[src/rtl/branch_predict_resolve.sv]
// EX-stage branch resolution with a PC-indexed 2-bit BHT predictor,
// misprediction flagging and saturating debug statistics.
module branch_predict_resolve #(
    parameter int unsigned XLEN        = 32,
    parameter int unsigned BHT_ENTRIES = 64,
    parameter logic [1:0]  CTR_INIT    = 2'b01,
    parameter int unsigned STAT_W      = 32
) (
    input  logic              clk,
    input  logic              rst_n,
    input  logic [XLEN-1:0]   PCD,
    output logic              PredTakenD,
    input  logic [2:0]        BranchTypeE,
    input  logic [XLEN-1:0]   Operand1E,
    input  logic [XLEN-1:0]   Operand2E,
    input  logic [XLEN-1:0]   PCE,
    input  logic              PredTakenE,
    input  logic              ValidE,
    input  logic              StallE,
    output logic              BranchE,
    output logic              MispredictE,
    output logic [STAT_W-1:0] BranchCount,
    output logic [STAT_W-1:0] MispredictCount
);

    localparam int unsigned IDX_W = (BHT_ENTRIES > 1) ? $clog2(BHT_ENTRIES) : 1;

    localparam logic [2:0] BT_NOBRANCH = 3'd0;
    localparam logic [2:0] BT_BEQ      = 3'd1;
    localparam logic [2:0] BT_BNE      = 3'd2;
    localparam logic [2:0] BT_BLT      = 3'd3;
    localparam logic [2:0] BT_BLTU     = 3'd4;
    localparam logic [2:0] BT_BGE      = 3'd5;
    localparam logic [2:0] BT_BGEU     = 3'd6;

    logic [1:0]        r_bht [BHT_ENTRIES];
    logic [STAT_W-1:0] r_branch_cnt;
    logic [STAT_W-1:0] r_mispred_cnt;

    logic [IDX_W-1:0]  w_rd_idx;
    logic [IDX_W-1:0]  w_wr_idx;
    logic              w_eq;
    logic              w_lt_s;
    logic              w_lt_u;
    logic              w_taken;
    logic              w_is_br;
    logic              w_mispred;
    logic              w_update;
    logic [1:0]        w_ctr_cur;
    logic [1:0]        w_ctr_nxt;
    logic              w_unused_pc;

    // PC[1:0] and the bits above the index never select an entry.
    assign w_rd_idx    = PCD[IDX_W+1:2];
    assign w_wr_idx    = PCE[IDX_W+1:2];
    assign w_unused_pc = ^{PCD[XLEN-1:IDX_W+2], PCD[1:0], PCE[XLEN-1:IDX_W+2], PCE[1:0]};

    // Full-width comparisons shared by all branch types.
    assign w_eq   = (Operand1E == Operand2E);
    assign w_lt_s = ($signed(Operand1E) < $signed(Operand2E));
    assign w_lt_u = (Operand1E < Operand2E);

    // Branch outcome and branch qualification; unknown/reserved types resolve to not-a-branch.
    always_comb begin
        w_taken = 1'b0;
        w_is_br = 1'b0;
        case (BranchTypeE)
            BT_BEQ:  begin w_taken = w_eq;    w_is_br = 1'b1; end
            BT_BNE:  begin w_taken = ~w_eq;   w_is_br = 1'b1; end
            BT_BLT:  begin w_taken = w_lt_s;  w_is_br = 1'b1; end
            BT_BLTU: begin w_taken = w_lt_u;  w_is_br = 1'b1; end
            BT_BGE:  begin w_taken = ~w_lt_s; w_is_br = 1'b1; end
            BT_BGEU: begin w_taken = ~w_lt_u; w_is_br = 1'b1; end
            BT_NOBRANCH: begin w_taken = 1'b0; w_is_br = 1'b0; end
            default: begin w_taken = 1'b0; w_is_br = 1'b0; end
        endcase
    end

    // Mispredict is raised regardless of stall; the hazard unit qualifies it.
    assign w_mispred = w_is_br & ValidE & (w_taken ^ PredTakenE);
    assign w_update  = w_is_br & ValidE & ~StallE;

    // Saturating 2-bit counter step for the entry being resolved.
    always_comb begin
        w_ctr_cur = r_bht[w_wr_idx];
        w_ctr_nxt = w_ctr_cur;
        if (w_taken) begin
            if (w_ctr_cur != 2'b11) w_ctr_nxt = w_ctr_cur + 2'(1);
        end else begin
            if (w_ctr_cur != 2'b00) w_ctr_nxt = w_ctr_cur - 2'(1);
        end
    end

    // Predictor table: written one cycle after resolution, no read bypass.
    always_ff @(posedge clk or negedge rst_n) begin
        if (!rst_n) begin
            for (int i = 0; i < int'(BHT_ENTRIES); i++) r_bht[i] <= CTR_INIT;
        end else if (w_update) begin
            r_bht[w_wr_idx] <= w_ctr_nxt;
        end
    end

    // Saturating statistics counters.
    always_ff @(posedge clk or negedge rst_n) begin
        if (!rst_n) begin
            r_branch_cnt  <= '0;
            r_mispred_cnt <= '0;
        end else if (w_update) begin
            if (r_branch_cnt != '1) r_branch_cnt <= r_branch_cnt + STAT_W'(1);
            if (w_mispred && (r_mispred_cnt != '1)) r_mispred_cnt <= r_mispred_cnt + STAT_W'(1);
        end
    end

    assign PredTakenD      = r_bht[w_rd_idx][1];
    assign BranchE         = w_taken;
    assign MispredictE     = w_mispred;
    assign BranchCount     = r_branch_cnt;
    assign MispredictCount = r_mispred_cnt;

endmodule

[config.mk]
export PLATFORM = sky130hd
export DESIGN_NAME = branch_predict_resolve
export DESIGN_NICKNAME = d
export VERILOG_FILES = /design/src/rtl/branch_predict_resolve.sv
export SDC_FILE = /design/constraint.sdc
export NUM_CORES = 1
export LEC_CHECK = 0
export ABC_CLOCK_PERIOD_IN_PS = 3000
export BUFFER_PORTS_ARGS = -buffer_cell sky130_fd_sc_hd__buf_4
export CAP_MARGIN = 30
export CORE_MARGIN = 3
export CORE_UTILIZATION = 45
export CTS_CLUSTER_DIAMETER = 60
export CTS_CLUSTER_SIZE = 10
export DETAILED_ROUTE_END_ITERATION = 8
export GPL_ROUTABILITY_DRIVEN = 0
export HOLD_SLACK_MARGIN = 0.03
export PLACE_DENSITY = 0.67
export SLEW_MARGIN = 15
export SYNTH_ARGS = -nofsm -noshare
export SYNTH_HDL_FRONTEND = slang
export SYNTH_SLANG_ARGS = --single-unit
[constraint.sdc]
create_clock -name clk -period 3 [get_ports clk]
set_input_delay 0.15 -clock clk [delete_from_list [all_inputs] [get_ports clk]]
set_output_delay 0.15 -clock clk [all_outputs]
set_load 0.1 [all_outputs]
==> run_results.csv <==
group,metric,value,unit
power,vdd_ir_drop_max,0.422,mV
detailed_routing,drt_wl_total,30.2,mm
detailed_routing,drc,0,
clock_network,cts_made_buffers,17,
synth,synth_mux_area_frac,0.224,
critical_path,path_cells,"mux4_2 -> mux2i_2 -> buf_4 -> o22a_1 -> o211ai_1 -> or4b_4 -> maj3_4 -> buf_16 -> mux2_4",
global_routing,antenna_found_initial,0,
clock_network,clk_path_buf_depth,2,
global_routing,overflow,0,
die,die_height,163,um
synth,synth_top_family_by_area,"multiplexers",
critical_path,worstSetupPathType,"flop to flop",
power,finalPower,6840,uW
synth,synth-seq-cells,192,
final_layout,final_area,0.0141,mm2
critical_path,startpoint_type,"flop",
synth,synth_flop_cell,"dfrtp_1",
sta,fmax,330,MHz
critical_path,r2r-end,"r_bht[15]",
worst_hold_path,hold_class,"input port to flop",
sta,whs,0.185,ns
clock_network,clk_latency,0.44,ns
critical_path,crit_path_end,"r_bht[15]",
die,ios,203,
final_layout,drive_gt1_frac,0.493,
die,rows,56,
critical_path,worstPathArrival,3.35,ns
critical_path,cpMaxStageDelayCell,"or4b_4",
sta,fin_ws,-0.0327,ns
sta,slew_violations,0,
critical_path,crit_path_max_fanout,22,
global_routing,grt_usage,0.229,
synth,synthCells,948,
detailed_routing,drt_iter0_drc,622,
synth,synth_cell_types,70,
sta,rsz0062_at_grt,"true",
sta,period_minus_slack,3.03,ns
clock_network,clk_pin_slew,0.07,ns
placed_design,dpl-instance-area,0.0131,mm2
die,fp.dieArea,0.0264,mm2
final_layout,nFillCells,1922,
sta,setup_viol,47,
die,start_util,0.464,
sta,finalHoldViolCount,0,
power,p_leak,0.00635,uW
global_routing,grt_pass1_wl,47.7,mm
critical_path,required,3.32,ns
final_layout,diodes,0,
sta,post-route-period-util,1.01,
synth,synth-simple-area-share,0.128,
synth,synthesis.area,0.0110,mm2
critical_path,timing.rr.start,"r_bht[80]",
final_layout,final_core_util,0.593,
synth,synth_edf_count,0,
power,power_density,486,mW/mm2
placed_design,hpwl,21.6,mm
critical_path,path_depth,9,
synth,synth_compound_area_frac,0.0767,
clock_network,cts_tree,"done",
critical_path,slowest_delay,0.54,ns
detailed_routing,vias,8580,
detailed_routing,firstDrtPassIters,5,
clock_network,clkSinkCount,192,
detailed_routing,wire_per_inst,20.1,um
sta,slew_headroom,0.321,
critical_path,startpoint,"r_bht[80]",
final_layout,area_growth,27.7,%
synth,yosysSeqAreaShare,0.443,
synth,synthArstFlopShare,1.00,
sta,worst_pin_slew,1.01,ns
detailed_routing,vias_per_cell,5.70,
status,violations,"setup timing",
final_layout,fin_nets,1342,
sta,skew,0.0122,ns
synth,synth.avg_cell_area,11.6,um2
detailed_routing,ant_nets,0,
status,status,"complete, but fails checks",
die,die_w,163,um
critical_path,ff2ff_setup_slack,-0.03,ns
clock_network,htreeDepth,4,
critical_path,cp_top_family,"multiplexers",
run,drv_cap,0,
synth,yosys_warnings,0,
placed_design,place.port_buffers,150,
global_routing,grt_pass1_vias,8829,
clock_network,cts-root-buf,"clkbuf_16",
synth,synth_xor_area_frac,0.0493,
synth,synth_nets,1118,
die,core_area,0.0238,mm2
critical_path,cp_num_buf_inv,2,
synth,synthAdderAreaFrac,0.0411,
critical_path,reg2reg_depth,9,
global_routing,grt_max_degree,83,
critical_path,end_kind,"flop",
==> report_power, final <==
group | internal, uW | switching (uW)
clock | 1310 | 1040
sequential | 2790 | 138
combinational | 565 | 1010
total | 4660 | 2180
==> cell usage in the layout, fill, tap and decap left out, types with 14 or more instances in the layout <==
cell type  instances
buf_4            225
mux2_2           120
dfrtp_1           98
nand2_1           80
dfstp_2           64
nor2_1            62
xnor2_1           49
inv_1             36
mux4_2            33
dfrtp_2           28
ha_1              28
nand3_1           27
a21oi_1           22
mux2_4            20
clkbuf_16         18
nand4_1           17
and2_1            16
o21ai_0           15
mux2i_1           14
==> worst min-delay path, cell delays in order <==
cell      delay, ns
buf_4          0.14
a211oi_4       0.07
o21ai_1        0.16
xnor2_1        0.07
==> state kept, by name, indices dropped and copies added, names as in the netlist <==
signal / flops
r_bht: 128
BranchCount: 32
MispredictCount: 32
==> cells by family (layout without fill, tap and decap cells) <==
family | after synthesis | count (layout)
compound gates | 116 | 116
flops | 192 | 192
buf+inv | 77 | 314
xor+xnor | 62 | 62
fa+ha+maj | 36 | 36
mux | 188 | 188
simple gates | 277 | 277
==> Yosys cell counts (all sizes together), types with 3 or more instances <==
cell type	count	area, um2
inv	40	150
mux4	33	743
dfrtp	128	3200
nor4	9	75.1
xnor2	49	429
nor2	63	244
xor2	13	114
o21ai	24	120
nor2b	10	62.6
nor3	13	65.1
and3	12	75.1
dfstp	64	1680
mux2	140	1580
a21oi	26	130
nor3b	3	22.5
clkbuf	8	30.0
nand3	28	145
a22o	4	35.0
nand4	18	119
o21bai	3	22.5
o2111ai	4	35.0
nand2	80	300
a211oi	4	47.5
and4	7	61.3
buf	29	239
and2	17	106
a22oi	15	118
mux2i	15	150
or3	4	25.0
a221oi	10	87.6
o211ai	12	115
ha	34	425
==> per-stage QoR <==
stage | worst slack, ns | instances | setup TNS [ns]
2_1_floorplan | -0.00847 | 948 | -0.00847
3_3_place_gp | -0.159 | 1463 | -18.69
3_5_place_dp | -0.234 | 1463 | -25.80
4_1_cts | 0.00532 | 1498 | 0
5_1_grt | -0.0902 | 1504 | -4.68
6_report | -0.0327 | 1504 | -0.548
==> routing by layer <==
metal  vias up  GRT usage  wire length (um)
met3        44     0.0631              2470
met5         -          0                 0
met4         0     0.0646               594
li1       3908          -                 -
met1      4276      0.300             12500
met2       352      0.375             14600
==> what timing repair did <==
item | 4_1_cts | 5_1_grt
endpoints found under the setup margin | 128 | 71
gates resized for setup | 16 | 41
cloned | 1 | 1
pin swaps | 4 | 6
endpoints found under the hold margin | 55 | 0
setup buffers | 1 | 4
hold buffers | 1 | 0
==> layout make-up <==
| type | instances | area, um2 | share of cell area |
|---|---|---|---|
| Multi-Input combinational cell | 679 | 6000 | 0.426 |
| Sequential cell | 192 | 4930 | 0.350 |
| Timing Repair Buffer | 242 | 2000 | 0.142 |
| Clock buffer | 22 | 474 | 0.0337 |
| Tap cell | 319 | 399 | 0.0283 |
| Inverter | 40 | 158 | 0.0112 |
| Clock inverter | 10 | 125 | 0.00888 |
==> worst min-delay path by stage <==
stage / startpoint / end / slack, ns / cells past startpoint
floorplan: rst_n / BranchCount[0] / -0.15 / 0
global placement: rst_n / r_bht[43] / 0.26 / 1
detailed placement: rst_n / r_bht[43] / 0.26 / 1
CTS: PredTakenE / MispredictCount[3] / 0.17 / 4
global route: PredTakenE / MispredictCount[2] / 0.21 / 4
finish: PredTakenE / MispredictCount[3] / 0.18 / 4
(Power assumes the default switching activity.)
